<file path="config.mk">
export PLATFORM = sky130hd
export DESIGN_NAME = rpc_delay_calib_flat
export DESIGN_NICKNAME = d
export VERILOG_FILES = /design/src/rtl/rpc_delay_calib_if.sv /design/src/rtl/rpc_delay_calib.sv /design/src/flat_wrapper.sv
export SDC_FILE = /design/constraint.sdc
export NUM_CORES = 1
export LEC_CHECK = 0
export CELL_PAD_IN_SITES_DETAIL_PLACEMENT = 2
export CELL_PAD_IN_SITES_GLOBAL_PLACEMENT = 2
export CORE_MARGIN = 5
export CORE_UTILIZATION = 35
export CTS_CLUSTER_SIZE = 40
export DETAILED_ROUTE_END_ITERATION = 16
export GPL_ROUTABILITY_DRIVEN = 0
export GPL_TIMING_DRIVEN = 0
export PLACE_DENSITY_LB_ADDON = 0.1
export SLEW_MARGIN = 15
export SYNTH_ARGS = -nofsm -noshare
export SYNTH_HDL_FRONTEND = slang
export SYNTH_SLANG_ARGS = --single-unit
</file>
<file path="constraint.sdc">
create_clock -name clk_i -period 5.67 [get_ports clk_i]
set_input_delay 1.134 -clock clk_i [delete_from_list [all_inputs] [get_ports clk_i]]
set_output_delay 1.134 -clock clk_i [all_outputs]
set_load 0.01 [all_outputs]
</file>
<file path="src/rtl/rpc_delay_calib_if.sv">
// Handshake and result bundle between the delay calibrator and its environment.
// The slave modport is the calibrator's view; master is the requester/training-read side.
interface rpc_delay_calib_if #(
    parameter int DelayWidth = 5
);
    logic                  start_i;
    logic                  busy_o;
    logic                  done_o;
    logic                  fail_o;
    logic [DelayWidth-1:0] delay_o;
    logic                  probe_req_o;
    logic                  probe_ack_i;
    logic                  probe_pass_i;
    logic [DelayWidth-1:0] win_lo_o;
    logic [DelayWidth-1:0] win_hi_o;

    modport slave (
        input  start_i, probe_ack_i, probe_pass_i,
        output busy_o, done_o, fail_o, delay_o, probe_req_o, win_lo_o, win_hi_o
    );

    modport master (
        output start_i, probe_ack_i, probe_pass_i,
        input  busy_o, done_o, fail_o, delay_o, probe_req_o, win_lo_o, win_hi_o
    );
endinterface

</file>
<file path="src/rtl/rpc_delay_calib.sv">
// Read-delay calibrator: sweeps every tap of a programmable delay line, finds the
// longest passing window (lowest wins on ties) and parks the delay at its centre.
module rpc_delay_calib #(
    parameter int DelayWidth   = 5,
    parameter int SettleCycles = 4,
    parameter int MinWindow    = 3,
    parameter int DefaultDelay = 16
) (
    input  logic                 clk_i,
    input  logic                 rst_ni,
    rpc_delay_calib_if.slave     bus
);
    localparam int LenWidth = DelayWidth + 1;
    localparam int CntWidth = (SettleCycles > 1) ? $clog2(SettleCycles) : 1;
    localparam logic [DelayWidth-1:0] LastTap = {DelayWidth{1'b1}};

    typedef enum logic [2:0] {IDLE, SETTLE, PROBE, EVAL, DONE} state_e;

    state_e                state_q, state_d;
    logic [DelayWidth-1:0] d_q, d_d;
    logic [DelayWidth-1:0] delay_q, delay_d;
    logic [DelayWidth-1:0] saved_delay_q, saved_delay_d;
    logic [CntWidth-1:0]   cnt_q, cnt_d;
    logic [DelayWidth-1:0] run_lo_q, run_lo_d;
    logic [LenWidth-1:0]   run_len_q, run_len_d;
    logic [DelayWidth-1:0] best_lo_q, best_lo_d;
    logic [LenWidth-1:0]   best_len_q, best_len_d;
    logic [DelayWidth-1:0] win_lo_q, win_lo_d;
    logic [DelayWidth-1:0] win_hi_q, win_hi_d;
    logic                  pass_q, pass_d;
    logic                  fail_q, fail_d;
    logic                  done_q, done_d;
    logic                  busy_q, busy_d;
    logic                  probe_req_q, probe_req_d;
    logic [DelayWidth-1:0] ext_lo_s;
    logic [LenWidth-1:0]   ext_len_s;

    // Next-state and next-output logic for the sweep controller.
    always_comb begin
        state_d       = state_q;
        d_d           = d_q;
        delay_d       = delay_q;
        saved_delay_d = saved_delay_q;
        cnt_d         = cnt_q;
        run_lo_d      = run_lo_q;
        run_len_d     = run_len_q;
        best_lo_d     = best_lo_q;
        best_len_d    = best_len_q;
        win_lo_d      = win_lo_q;
        win_hi_d      = win_hi_q;
        pass_d        = pass_q;
        fail_d        = fail_q;
        done_d        = 1'b0;
        probe_req_d   = 1'b0;
        ext_lo_s      = run_lo_q;
        ext_len_s     = run_len_q;

        case (state_q)
            IDLE: begin
                if (bus.start_i) begin
                    state_d       = SETTLE;
                    saved_delay_d = delay_q;
                    d_d           = {DelayWidth{1'b0}};
                    delay_d       = {DelayWidth{1'b0}};
                    cnt_d         = CntWidth'(SettleCycles - 1);
                    run_lo_d      = {DelayWidth{1'b0}};
                    run_len_d     = {LenWidth{1'b0}};
                    best_lo_d     = {DelayWidth{1'b0}};
                    best_len_d    = {LenWidth{1'b0}};
                    fail_d        = 1'b0;
                end else begin
                    state_d = IDLE;
                end
            end
            SETTLE: begin
                if (cnt_q == {CntWidth{1'b0}}) begin
                    state_d     = PROBE;
                    probe_req_d = 1'b1;
                end else begin
                    cnt_d = cnt_q - CntWidth'(1);
                end
            end
            PROBE: begin
                if (bus.probe_ack_i) begin
                    pass_d  = bus.probe_pass_i;
                    state_d = EVAL;
                end else begin
                    probe_req_d = 1'b1;
                end
            end
            EVAL: begin
                // ext_* is the run as it stands after this tap's result.
                if (pass_q) begin
                    ext_lo_s  = (run_len_q == {LenWidth{1'b0}}) ? d_q : run_lo_q;
                    ext_len_s = run_len_q + LenWidth'(1);
                end else begin
                    ext_lo_s  = run_lo_q;
                    ext_len_s = run_len_q;
                end
                if (!pass_q || (d_q == LastTap)) begin
                    if (ext_len_s > best_len_q) begin
                        best_lo_d  = ext_lo_s;
                        best_len_d = ext_len_s;
                    end else begin
                        best_lo_d  = best_lo_q;
                    end
                    run_len_d = {LenWidth{1'b0}};
                end else begin
                    run_lo_d  = ext_lo_s;
                    run_len_d = ext_len_s;
                end
                if (d_q == LastTap) begin
                    state_d = DONE;
                end else begin
                    d_d     = d_q + DelayWidth'(1);
                    delay_d = d_q + DelayWidth'(1);
                    cnt_d   = CntWidth'(SettleCycles - 1);
                    state_d = SETTLE;
                end
            end
            DONE: begin
                if (best_len_q >= LenWidth'(MinWindow)) begin
                    delay_d  = best_lo_q + DelayWidth'((best_len_q - LenWidth'(1)) >> 1);
                    win_lo_d = best_lo_q;
                    win_hi_d = best_lo_q + DelayWidth'(best_len_q - LenWidth'(1));
                    fail_d   = 1'b0;
                end else begin
                    delay_d = saved_delay_q;
                    fail_d  = 1'b1;
                end
                done_d  = 1'b1;
                state_d = IDLE;
            end
            default: begin
                state_d = IDLE;
            end
        endcase

        busy_d = (state_d == SETTLE) || (state_d == PROBE) || (state_d == EVAL);
    end

    // State and output registers with synchronous active-low reset.
    always_ff @(posedge clk_i) begin
        if (!rst_ni) begin
            state_q       <= IDLE;
            d_q           <= {DelayWidth{1'b0}};
            delay_q       <= DelayWidth'(DefaultDelay);
            saved_delay_q <= DelayWidth'(DefaultDelay);
            cnt_q         <= {CntWidth{1'b0}};
            run_lo_q      <= {DelayWidth{1'b0}};
            run_len_q     <= {LenWidth{1'b0}};
            best_lo_q     <= {DelayWidth{1'b0}};
            best_len_q    <= {LenWidth{1'b0}};
            win_lo_q      <= {DelayWidth{1'b0}};
            win_hi_q      <= {DelayWidth{1'b0}};
            pass_q        <= 1'b0;
            fail_q        <= 1'b0;
            done_q        <= 1'b0;
            busy_q        <= 1'b0;
            probe_req_q   <= 1'b0;
        end else begin
            state_q       <= state_d;
            d_q           <= d_d;
            delay_q       <= delay_d;
            saved_delay_q <= saved_delay_d;
            cnt_q         <= cnt_d;
            run_lo_q      <= run_lo_d;
            run_len_q     <= run_len_d;
            best_lo_q     <= best_lo_d;
            best_len_q    <= best_len_d;
            win_lo_q      <= win_lo_d;
            win_hi_q      <= win_hi_d;
            pass_q        <= pass_d;
            fail_q        <= fail_d;
            done_q        <= done_d;
            busy_q        <= busy_d;
            probe_req_q   <= probe_req_d;
        end
    end

    assign bus.busy_o      = busy_q;
    assign bus.done_o      = done_q;
    assign bus.fail_o      = fail_q;
    assign bus.delay_o     = delay_q;
    assign bus.probe_req_o = probe_req_q;
    assign bus.win_lo_o    = win_lo_q;
    assign bus.win_hi_o    = win_hi_q;
endmodule

</file>
<file path="src/flat_wrapper.sv">
// flat-port wrapper written by rule: the top's interface ports become plain ports
module rpc_delay_calib_flat 
#(
    parameter int DelayWidth   = 5,
    parameter int SettleCycles = 4,
    parameter int MinWindow    = 3,
    parameter int DefaultDelay = 16
)
  (clk_i, rst_ni, bus_start_i, bus_probe_ack_i, bus_probe_pass_i, bus_busy_o, bus_done_o, bus_fail_o, bus_delay_o, bus_probe_req_o, bus_win_lo_o, bus_win_hi_o);
  rpc_delay_calib_if #(.DelayWidth(DelayWidth)) bus_i ();
  input  logic clk_i;
  input  logic rst_ni;
  input wire logic [$bits(bus_i.start_i)-1:0] bus_start_i;
  input wire logic [$bits(bus_i.probe_ack_i)-1:0] bus_probe_ack_i;
  input wire logic [$bits(bus_i.probe_pass_i)-1:0] bus_probe_pass_i;
  output wire logic [$bits(bus_i.busy_o)-1:0] bus_busy_o;
  output wire logic [$bits(bus_i.done_o)-1:0] bus_done_o;
  output wire logic [$bits(bus_i.fail_o)-1:0] bus_fail_o;
  output wire logic [$bits(bus_i.delay_o)-1:0] bus_delay_o;
  output wire logic [$bits(bus_i.probe_req_o)-1:0] bus_probe_req_o;
  output wire logic [$bits(bus_i.win_lo_o)-1:0] bus_win_lo_o;
  output wire logic [$bits(bus_i.win_hi_o)-1:0] bus_win_hi_o;
  assign bus_i.start_i = bus_start_i;
  assign bus_i.probe_ack_i = bus_probe_ack_i;
  assign bus_i.probe_pass_i = bus_probe_pass_i;
  assign bus_busy_o = bus_i.busy_o;
  assign bus_done_o = bus_i.done_o;
  assign bus_fail_o = bus_i.fail_o;
  assign bus_delay_o = bus_i.delay_o;
  assign bus_probe_req_o = bus_i.probe_req_o;
  assign bus_win_lo_o = bus_i.win_lo_o;
  assign bus_win_hi_o = bus_i.win_hi_o;
  rpc_delay_calib #(.DelayWidth(DelayWidth), .SettleCycles(SettleCycles), .MinWindow(MinWindow), .DefaultDelay(DefaultDelay)) u_core (.clk_i(clk_i), .rst_ni(rst_ni), .bus(bus_i));
endmodule
</file>
==> out/results.tsv <==
metric	value	unit
hp-class	reg -> reg	
synth.net_count	402	
antenna_found_initial	0	
synth_cell_type_count	59	
post_cts_buffers	0	
syn-instance-count	374	
cts.path.max_buffers	2	
ys_seq_elements	57	
power_density	267.7	nW/um^2
fin_area	3761	sq um
drc	0	
start_util	36.02	%
dp_hpwl	7563	um
io_pins	24	
yosys_warnings	0	
worstSetupPathType	reg -> reg	
track_usage	19.12	%
fp.dieH	105.0	um
timing.final.ws_setup	2740	ps
wl_per_cell	19.33	um
r2r_end	u_core.best_len_q[5]	
ctsHoldBuffers	0	
routed_wl	10070	um
setup_viol	0	
grt_max_degree	11	
cts_tree	done	
fp-row-count	34	
ant_nets	0	
r2r_setup_slack	2740	ps
ir_drop	0.00009850	V
critPathSlowestCell	a311o_1	
clock-sinks	57	
num_antenna_cells	0	
clockRootBuffer	clkbuf_8	
viasPerCell	5.524	
hold_violations	0	
yosysSeqAreaShare	36.15	%
fp.dieW	105.0	um
period_needed	2930	ps
holdPathEnd	u_core.bus.win_lo_o[1]	
numCtsBuffers	9	
worstHoldStart	u_core.bus.win_lo_o[1]	
leakage	0.001393	uW
synth_edf_count	0	
die_area	11020	sq um
cts_resized	0	
max_freq	0.3413	GHz
status	finished, final reports clean	
grt_pass1_vias	3052	
slew_viol_final	0	
h-tree-depth	3	
yosys_most_used_dff	dfxtp_1	
io_buffers	23	
path_cells	nand4_1 > nor2_1 > xor2_1 > ha_1 > and4_1 > a311o_1 > a21oi_4 > buf_4 > nand3_1 > o41ai_1	
n_fill_cell	1008	
r2r-start	u_core.run_len_q[2]	
syn_area_per_cell	8.441	sq um
dp_slack	2572	ps
drt_iter0_drc	99	
whs_path_depth	2	
async_reset_ff_share	0	%
syn_to_final_growth	19.14	%
grt_pass1_wl	16600	um
end_kind	register	
drt_first_pass_iters	4	
critPathMaxStageDelay	470	ps
arrival	3170	ps
rsz0062_at_grt	no	
min_period_over_period	51.67	%
cp.required	5910	ps
relSlewSlack	27.47	%
path_clk_slew	70	ps
gr-total-overflow	0	
r2r_cells	10	
syn_area	3157	sq um
dpl_cell_area	3522	sq um
worst_clock_skew	13.59	ps
num_vias	2878	
critical_path_buf_inv_count	1	
clk_latency	350	ps
tns	0	ps
critPathMaxFanout	10	
nets	436	
start_kind	register	
core	8763	sq um
drive_gt1_share	9.927	%
max_slew.worst_pin.slew	1073	ps
maxCapViolations	0	
critical-path-top-delay-family	compound AO/OA/AOI/OAI gates	
-- kinds of logic after synthesis --
group	share of synthesized area [%]
flip-flops	36.15
multiplexers	0.9909
AO/OA/AOI/OAI	21.64
buffers and inverters	4.677
XOR/XNOR	4.875
AND/OR/NAND/NOR	22.08
adder cells (fa/ha/maj)	9.592
-- sequential cells by signal, indices dropped and copies added, names as in the netlist --
signal	cells
u_core.best_lo_q	5
u_core.bus.win_hi_o	5
u_core.d_q	5
u_core.pass_q	1
u_core.bus.fail_o	1
u_core.best_len_q	6
u_core.saved_delay_q	5
u_core.state_q	3
u_core.run_lo_q	5
u_core.bus.done_o	1
u_core.bus.win_lo_o	5
u_core.bus.probe_req_o	1
u_core.cnt_q	2
u_core.bus.busy_o	1
u_core.run_len_q	6
u_core.bus.delay_o	5
-- how the worst max path moves through the flow --
stage	start	endpoint	slack, ps	cells after the start
floorplan	u_core.pass_q	u_core.best_len_q[5]	3190	11
global placement	bus_start_i	u_core.run_len_q[3]	2620	6
detailed placement	bus_start_i	u_core.run_len_q[3]	2570	6
CTS	u_core.run_len_q[2]	u_core.best_len_q[5]	2720	10
global route	u_core.run_len_q[2]	u_core.best_len_q[5]	2500	10
finish	u_core.run_len_q[2]	u_core.best_len_q[5]	2740	10
-- metal layers --
metal  track usage, %  wire (um)  up-vias
li1                 -          -     1396
met1            24.47       4709     1428
met2            32.37       4914       39
met3            3.268        268       15
met4            6.667        180        0
met5                0          0        -
-- area by class of cell --
cell class / count / area, sq um / area share, %
tap: 108 / 135.1 / 3.593
sequential: 57 / 1141 / 30.34
buffer: 20 / 102.6 / 2.728
inverter: 12 / 45.04 / 1.198
clock buffer: 12 / 165.2 / 4.391
clock inverter: 4 / 73.82 / 1.963
timing repair buffer: 23 / 230.2 / 6.121
multi-input combinational: 285 / 1868 / 49.67
-- power by group --
group	internal (uW)	total, uW	switching, uW
sequential	415	425	9.54
combinational	43.5	120	76.2
clock	284	462	179
total	742	1010	265
-- worst register-to-register path, stage by stage, from the launching register on --
cell and delay (ps):
dfxtp_1 450, nand4_1 230, nor2_1 190, xor2_1 300, ha_1 320, and4_1 220, a311o_1 470, a21oi_4 270
buf_4 220, nand3_1 90, o41ai_1 70
-- metrics by stage --
stage               cells  hold WS (ps)  utilization, %  total power [uW]
CTS                   521         461.1           42.92              1019
global route          521         482.1           42.92              1052
detailed placement    505         451.5           40.19             554.5
finish                521         455.7           42.92              1007
global placement      505         441.9           40.19             549.5
floorplan             374         431.2               -             505.8
-- placed cells by master, fill, tap and decap left out, types with 2 or more instances in the layout --
cell / n
a211oi_1: 2
a21o_1: 7
a21oi_1: 46
a21oi_2: 3
a22oi_1: 5
a32oi_1: 2
and2_1: 2
and3_1: 2
buf_2: 6
buf_4: 3
bufinv_16: 2
clkbuf_1: 8
clkbuf_8: 12
clkdlybuf4s50_1: 23
dfxtp_1: 57
fa_1: 2
ha_1: 21
inv_1: 12
mux2i_1: 2
nand2_1: 49
nand2b_1: 6
nand3_1: 27
nand3b_1: 6
nand4_1: 2
nor2_1: 22
nor2b_1: 3
nor3_1: 6
nor4b_1: 2
o211ai_1: 7
o21ai_0: 18
o21ai_2: 2
xnor2_1: 12
xor2_1: 3
-- synthesized netlist by cell type, drive strengths merged (2+ instances only) --
| cell | instances | area, sq um |
|---|---|---|
| a32oi | 2 | 17.52 |
| inv | 12 | 45.04 |
| and3 | 2 | 12.51 |
| nand2b | 6 | 37.54 |
| buf | 11 | 67.56 |
| a211oi | 3 | 27.52 |
| and2 | 3 | 20.02 |
| nand2 | 49 | 183.9 |
| xor2 | 3 | 26.28 |
| ha | 21 | 262.8 |
| dfxtp | 57 | 1141 |
| nor3 | 7 | 46.30 |
| xnor2 | 12 | 105.1 |
| nor2 | 22 | 82.58 |
| nor2b | 3 | 18.77 |
| mux2i | 2 | 20.02 |
| nand3b | 6 | 45.04 |
| a22oi | 6 | 50.05 |
| nand4 | 2 | 12.51 |
| fa | 2 | 40.04 |
| clkbuf | 9 | 35.03 |
| a21oi | 50 | 272.8 |
| o211ai | 7 | 52.55 |
| o21ai | 20 | 107.6 |
| a21o | 7 | 52.55 |
| nand3 | 27 | 135.1 |
| nor4b | 3 | 41.29 |
(Power assumes the default switching activity.)
